`src/rtl/uart_ctrl.sv`:
```
// Memory-mapped UART: TXD/RXD data registers and CON status/enable register.
// Define UART_PARITY_EN to add an even-parity bit to both directions (CON bit6 PARITY_ERR).
`timescale 1ns/1ps
module uart_ctrl #(
  parameter int CLK_FREQ = 100000000,
  parameter int BAUD     = 9600
) (
  input  logic        clk,
  input  logic        reset,
  input  logic [31:0] addr,
  input  logic        rd,
  input  logic        wr,
  input  logic [31:0] wdata,
  output logic [31:0] rdata,
  input  logic        rx,
  output logic        tx,
  output logic        irq
);

  localparam int BIT_DIV = CLK_FREQ / BAUD;
  localparam int CNT_W   = $clog2(BIT_DIV);
  localparam logic [CNT_W-1:0] BIT_LAST  = CNT_W'(BIT_DIV - 1);
  localparam logic [CNT_W-1:0] HALF_LAST = CNT_W'(BIT_DIV / 2 - 1);

  localparam logic [31:0] ADDR_TXD = 32'h4000_0018;
  localparam logic [31:0] ADDR_RXD = 32'h4000_001C;
  localparam logic [31:0] ADDR_CON = 32'h4000_0020;

  typedef enum logic [2:0] {S_IDLE, S_START, S_DATA, S_PAR, S_STOP} state_t;

`ifdef UART_PARITY_EN
  localparam state_t AFTER_DATA = S_PAR;
`else
  localparam state_t AFTER_DATA = S_STOP;
`endif

  state_t tx_state, tx_nx;
  state_t rx_state, rx_nx;

  logic [CNT_W-1:0] tx_cnt, rx_cnt;
  logic [2:0]       tx_bit, rx_bit;
  logic [7:0]       tx_sh, rx_sh;
  logic [7:0]       txd, rxd;
  logic             rx_s1, rx_s2, rx_s3;
  logic             tx_ie, rx_ie, tx_done, rx_ready, overrun;
  logic             tx_busy, tx_tick, rx_tick, rx_half, rx_fall;
  logic             wr_txd, wr_con;
  logic             tx_done_set, rx_load, rx_par_ok, par_bit;
  logic             unused_wdata;

  assign unused_wdata = ^{wdata[31:8], wdata[6]};

  assign tx_busy = (tx_state != S_IDLE);
  assign tx_tick = (tx_cnt == BIT_LAST);
  assign rx_tick = (rx_cnt == BIT_LAST);
  assign rx_half = (rx_cnt == HALF_LAST);
  assign rx_fall = rx_s3 & ~rx_s2;
  assign wr_txd  = wr & (addr == ADDR_TXD) & ~tx_busy;
  assign wr_con  = wr & (addr == ADDR_CON);

  // ---- TX state machine ----
  always_comb begin
    tx_nx       = tx_state;
    tx_done_set = 1'b0;
    unique case (tx_state)
      S_IDLE:  if (wr_txd) tx_nx = S_START;
      S_START: if (tx_tick) tx_nx = S_DATA;
      S_DATA:  if (tx_tick && tx_bit == 3'd7) tx_nx = AFTER_DATA;
      S_PAR:   if (tx_tick) tx_nx = S_STOP;
      S_STOP:  if (tx_tick) begin
        tx_nx       = S_IDLE;
        tx_done_set = 1'b1;
      end
      default: tx_nx = S_IDLE;
    endcase
  end

  // Line level decoded from registered state so reset forces idle-high at once.
  always_comb begin
    unique case (tx_state)
      S_START: tx = 1'b0;
      S_DATA:  tx = tx_sh[0];
      S_PAR:   tx = ^txd;
      default: tx = 1'b1;
    endcase
  end

  always_ff @(posedge clk or negedge reset) begin
    if (!reset) begin
      tx_state <= S_IDLE;
      tx_cnt   <= '0;
      tx_bit   <= '0;
      tx_sh    <= '0;
      txd      <= '0;
    end else begin
      tx_state <= tx_nx;
      if (tx_state == S_IDLE || tx_tick) tx_cnt <= '0;
      else                               tx_cnt <= tx_cnt + 1'b1;
      if (wr_txd) begin
        txd    <= wdata[7:0];
        tx_sh  <= wdata[7:0];
        tx_bit <= '0;
      end else if (tx_state == S_DATA && tx_tick) begin
        tx_sh  <= {1'b0, tx_sh[7:1]};
        tx_bit <= tx_bit + 1'b1;
      end
    end
  end

  // ---- RX synchroniser and state machine ----
  always_ff @(posedge clk or negedge reset) begin
    if (!reset) begin
      rx_s1 <= 1'b1;
      rx_s2 <= 1'b1;
      rx_s3 <= 1'b1;
    end else begin
      rx_s1 <= rx;
      rx_s2 <= rx_s1;
      rx_s3 <= rx_s2;
    end
  end

`ifdef UART_PARITY_EN
  logic par_err, par_err_set, rx_par_q;
  assign rx_par_ok = rx_par_q;
  assign par_bit   = par_err;
`else
  assign rx_par_ok = 1'b1;
  assign par_bit   = 1'b0;
`endif

  always_comb begin
    rx_nx   = rx_state;
    rx_load = 1'b0;
`ifdef UART_PARITY_EN
    par_err_set = 1'b0;
`endif
    unique case (rx_state)
      S_IDLE:  if (rx_fall) rx_nx = S_START;
      S_START: if (rx_half) rx_nx = rx_s2 ? S_IDLE : S_DATA;
      S_DATA:  if (rx_tick && rx_bit == 3'd7) rx_nx = AFTER_DATA;
      S_PAR:   if (rx_tick) begin
        rx_nx = S_STOP;
`ifdef UART_PARITY_EN
        par_err_set = (rx_s2 != ^rx_sh);
`endif
      end
      S_STOP:  if (rx_tick) begin
        rx_nx   = S_IDLE;
        rx_load = rx_s2 & rx_par_ok;
      end
      default: rx_nx = S_IDLE;
    endcase
  end

  always_ff @(posedge clk or negedge reset) begin
    if (!reset) begin
      rx_state <= S_IDLE;
      rx_cnt   <= '0;
      rx_bit   <= '0;
      rx_sh    <= '0;
      rxd      <= '0;
    end else begin
      rx_state <= rx_nx;
      if (rx_state == S_IDLE || rx_tick || rx_nx != rx_state) rx_cnt <= '0;
      else                                                     rx_cnt <= rx_cnt + 1'b1;
      if (rx_state == S_DATA && rx_tick) begin
        rx_sh  <= {rx_s2, rx_sh[7:1]};
        rx_bit <= rx_bit + 1'b1;
      end
      if (rx_load) rxd <= rx_sh;
    end
  end

`ifdef UART_PARITY_EN
  always_ff @(posedge clk or negedge reset) begin
    if (!reset) begin
      rx_par_q <= 1'b1;
      par_err  <= 1'b0;
    end else begin
      if (rx_state == S_PAR && rx_tick) rx_par_q <= ~par_err_set;
      par_err <= par_err_set | (par_err & ~(wr_con & ~wdata[6]));
    end
  end
`endif

  // ---- CON register and interrupt ----
  // Hardware sets are ORed after the write mask so a same-cycle set wins.
  always_ff @(posedge clk or negedge reset) begin
    if (!reset) begin
      tx_ie    <= 1'b0;
      rx_ie    <= 1'b0;
      tx_done  <= 1'b0;
      rx_ready <= 1'b0;
      overrun  <= 1'b0;
      irq      <= 1'b0;
    end else begin
      if (wr_con) begin
        tx_ie <= wdata[0];
        rx_ie <= wdata[1];
      end
      tx_done  <= tx_done_set | (tx_done & ~(wr_con & ~wdata[2]));
      rx_ready <= rx_load | (rx_ready & ~(wr_con & ~wdata[3]));
      overrun  <= (rx_load & rx_ready) | (overrun & ~(wr_con & ~wdata[5]));
      irq      <= (tx_ie & tx_done) | (rx_ie & rx_ready);
    end
  end

  always_comb begin
    rdata = '0;
    if (rd) begin
      if (addr == ADDR_TXD)      rdata = {24'd0, txd};
      else if (addr == ADDR_RXD) rdata = {24'd0, rxd};
      else if (addr == ADDR_CON)
        rdata = {25'd0, par_bit, overrun, tx_busy, rx_ready, tx_done, rx_ie, tx_ie};
    end
  end

endmodule

```
`config.mk`:
```
export PLATFORM = sky130hd
export DESIGN_NAME = uart_ctrl
export DESIGN_NICKNAME = d
export VERILOG_FILES = /design/src/rtl/uart_ctrl.sv
export SDC_FILE = /design/constraint.sdc
export NUM_CORES = 1
export LEC_CHECK = 0
export CAP_MARGIN = 20
export CELL_PAD_IN_SITES_DETAIL_PLACEMENT = 0
export CELL_PAD_IN_SITES_GLOBAL_PLACEMENT = 2
export CORE_MARGIN = 4
export CORE_UTILIZATION = 34
export CTS_BUF_LIST = sky130_fd_sc_hd__clkbuf_8
export DETAILED_ROUTE_END_ITERATION = 12
export PLACE_DENSITY_LB_ADDON = 0.08
export SETUP_SLACK_MARGIN = 0.5
export SLEW_MARGIN = 15
export SYNTH_ARGS = -nofsm -noshare
export SYNTH_HDL_FRONTEND = slang
export SYNTH_SLANG_ARGS = --single-unit
```
`constraint.sdc`:
```
create_clock -name clk -period 4.7 [get_ports clk]
set_input_delay 0.94 -clock clk [delete_from_list [all_inputs] [get_ports clk]]
set_output_delay 0.94 -clock clk [all_outputs]
set_load 0.02 [all_outputs]
```
==> results.json <==
{
  "outcome": "finished, final reports clean",
  "dp_hpwl_um": 6540,
  "r2r-start": "rx_cnt[4]$_DFF_PN0_",
  "grt_pass1_wl_um": 15200,
  "final_common_cell": "dfrtp_1",
  "first_pass_iters": 4,
  "cts_buffers": 9,
  "required_ns": 3.76,
  "htree_levels": 3,
  "diodes": 0,
  "worst_clock_skew_ns": 0.0114,
  "antenna_left": 0,
  "tns_ns": 0,
  "final_cell_mix": "dfrtp_1, clkdlybuf4s50_1, nor2_1",
  "drive_above_1_share": 0.124,
  "fmax_mhz": 251,
  "grt_start_max_net_pins": 43,
  "ir_drop_mv": 0.206,
  "cts.sinks": 81,
  "gr-total-overflow": 0,
  "antenna_found_initial": 0,
  "die_x_um": 119,
  "synth_warnings": 0,
  "whs_endpoint": "rx_s2$_DFF_PN1_",
  "syn_inst": 402,
  "cts_tree": "built",
  "vias": 2982,
  "wl_met2_um": 4000,
  "drv_slew": 0,
  "routed_wl_um": 9050,
  "ys_seq_area_frac": 0.486,
  "cts_root_buf": "clkbuf_8",
  "slew_headroom": 0.579,
  "cp-end-kind": "output port",
  "power.density_cell_area_nw_per_um2": 277,
  "vias_per_cell": 4.86,
  "wire_per_inst_um": 14.8,
  "ys_types": 50,
  "critical-path-slowest-cell": "or3_4",
  "synth_edf_count": 0,
  "worst-r2r-cell-count": 4,
  "critPathKind": "input pin to output port",
  "start_util": 0.348,
  "setup_violations": 0,
  "timing.rr.end": "rx_sh[6]$_DFFE_PN0P_",
  "whs_path_depth": 0,
  "drt-met1-wl_um": 4410,
  "dr_wl_met3_um": 464,
  "startpoint_type": "input pin",
  "clk_path_buf_depth": 2,
  "gp_congestion": 0.769,
  "syn-mean-instance-area_um2": 10.4,
  "hold_viol": 0,
  "fin_nets": 537,
  "syn_area_um2": 4180,
  "fin_crit_sh": 0.847,
  "grt_pass1_vias": 3047,
  "io_pins": 103,
  "path_max_fanout": 14,
  "clk_pin_slew_ns": 0.08,
  "reg2reg_slack_ns": 2.27,
  "p_leak_nw": 2.17,
  "min-delay-start": "rx_s1$_DFF_PN1_",
  "drv_cap": 0,
  "layout_min_cycle_time_ns": 3.98,
  "clk_latency_ns": 0.36,
  "placement_rows": 40,
  "top_layer_used": "met4",
  "drc": 0,
  "crit_chain": "clkdlybuf4s50_1, nor4_1, nand4_1, or3_4, o21ai_0, o311a_1, dlygate4sd2_1",
  "final_cell_area_um2": 4990,
  "synth-seq-cells": 81,
  "dieArea_um2": 14100,
  "arrival_ns": 3.04,
  "async_flop_share": 1.00,
  "rsz0062_at_grt": "no",
  "area_growth_pct": 19.4,
  "post_dp_cell_area_um2": 4800,
  "synth_flop_cell": "dfrtp_1",
  "tightest_slew_ns": 0.626,
  "port_buffers": 54,
  "fp.dieH_um": 119,
  "cpPeakStageDelay_ns": 0.51,
  "drt_iter0_markers": 105,
  "track_usage": 0.134,
  "hold_path_class": "register to register",
  "core_um2": 12000
}
==> where the power goes <==
part	leakage [nW]	total (W)	internal (W)	switching, W
combinational	1.09	0.000158	0.0000717	0.0000866
clock	0.0887	0.000476	0.000207	0.000269
sequential	0.996	0.000751	0.000720	0.0000311
==> per-stage QoR <==
stage	hold slack (ns)	power [W]	setup slack, ns	util	cells
final	0.362	0.00139	0.720	0.416	613
after global routing	0.372	0.00147	0.584	0.416	613
after CTS	0.366	0.00141	0.508	0.415	613
after detailed placement	0.351	0.000924	0.275	0.400	596
after global placement	0.347	0.000923	0.281	0.400	596
after floorplan	0.345	0.000865	1.14	-	425
==> what timing repair did <==
| item | CTS | global route |
|---|---|---|
| hold buffers | 0 | 0 |
| resized for setup | 8 | 1 |
| setup endpoints to repair | 8 | 1 |
| cloned | 0 | 0 |
| pin swaps | 2 | 0 |
| buffers inserted | 1 | 0 |
==> critical path: cells and delay by family <==
family / cells / cell delay (ns)
AND/OR/NAND/NOR: 3 / 1.02
buffers and inverters: 2 / 0.73
AO/OA/AOI/OAI: 2 / 0.35
==> kinds of logic (layout without fill, tap and decap cells) <==
logic type	Yosys count	count (layout)	synth area share
buf+inv	59	100	0.0772
simple gates	137	137	0.179
flops	81	81	0.486
fa+ha+maj	7	7	0.0209
mux	30	30	0.0838
xor+xnor	32	32	0.0670
other cells	1	24	0.000897
compound gates	55	55	0.0859
==> worst max path at each step <==
stage                   from       end  slack [ns]  cells past startpoint
finish              addr[14]  rdata[4]        0.72                      7
global route        addr[14]  rdata[4]        0.58                      7
CTS                 addr[13]  rdata[7]        0.51                      6
detailed placement  addr[20]  rdata[4]        0.27                      7
global placement    addr[20]  rdata[4]        0.28                      7
floorplan           addr[13]  rdata[6]        1.14                      5
==> cells in the mapped netlist, drive strengths merged (6+ instances only) <==
| master | number | area share |
|---|---|---|
| dfrtp | 78 | 0.47 |
| nor2 | 43 | 0.039 |
| nand2 | 31 | 0.028 |
| buf | 28 | 0.049 |
| o21ai | 28 | 0.034 |
| inv | 23 | 0.021 |
| xnor2 | 23 | 0.048 |
| mux2 | 19 | 0.057 |
| mux2i | 11 | 0.026 |
| nor4 | 11 | 0.024 |
| nand3 | 10 | 0.012 |
| xor2 | 9 | 0.019 |
| clkbuf | 8 | 0.0072 |
| ha | 7 | 0.021 |
| nand4 | 7 | 0.014 |
| a21boi | 6 | 0.011 |
| o311a | 6 | 0.014 |
==> flip-flops by register name, indices dropped and copies added, names as in the netlist, 3 cells and up <==
name      cells
tx_bit        3
tx_state      3
rx_sh         8
rx_cnt       14
tx_cnt       14
tx_sh         8
rx_state      3
rx_bit        3
txd           8
rxd           8
==> final cells by class <==
type | instances | area, um2
multi-input combinational | 285 | 1930
inverter | 23 | 86.3
sequential | 81 | 2030
timing repair buffer | 61 | 584
tap | 147 | 184
clock inverter | 6 | 42.5
fill | 1189 | 7020
clock buffer | 10 | 138
==> routing by layer <==
layer,track usage,up-vias
met1,0.179,1433
met3,0.0442,13
met4,0.0492,0
met2,0.204,72
li1,-,1464
met5,0,-
(Power assumes the default switching activity.)
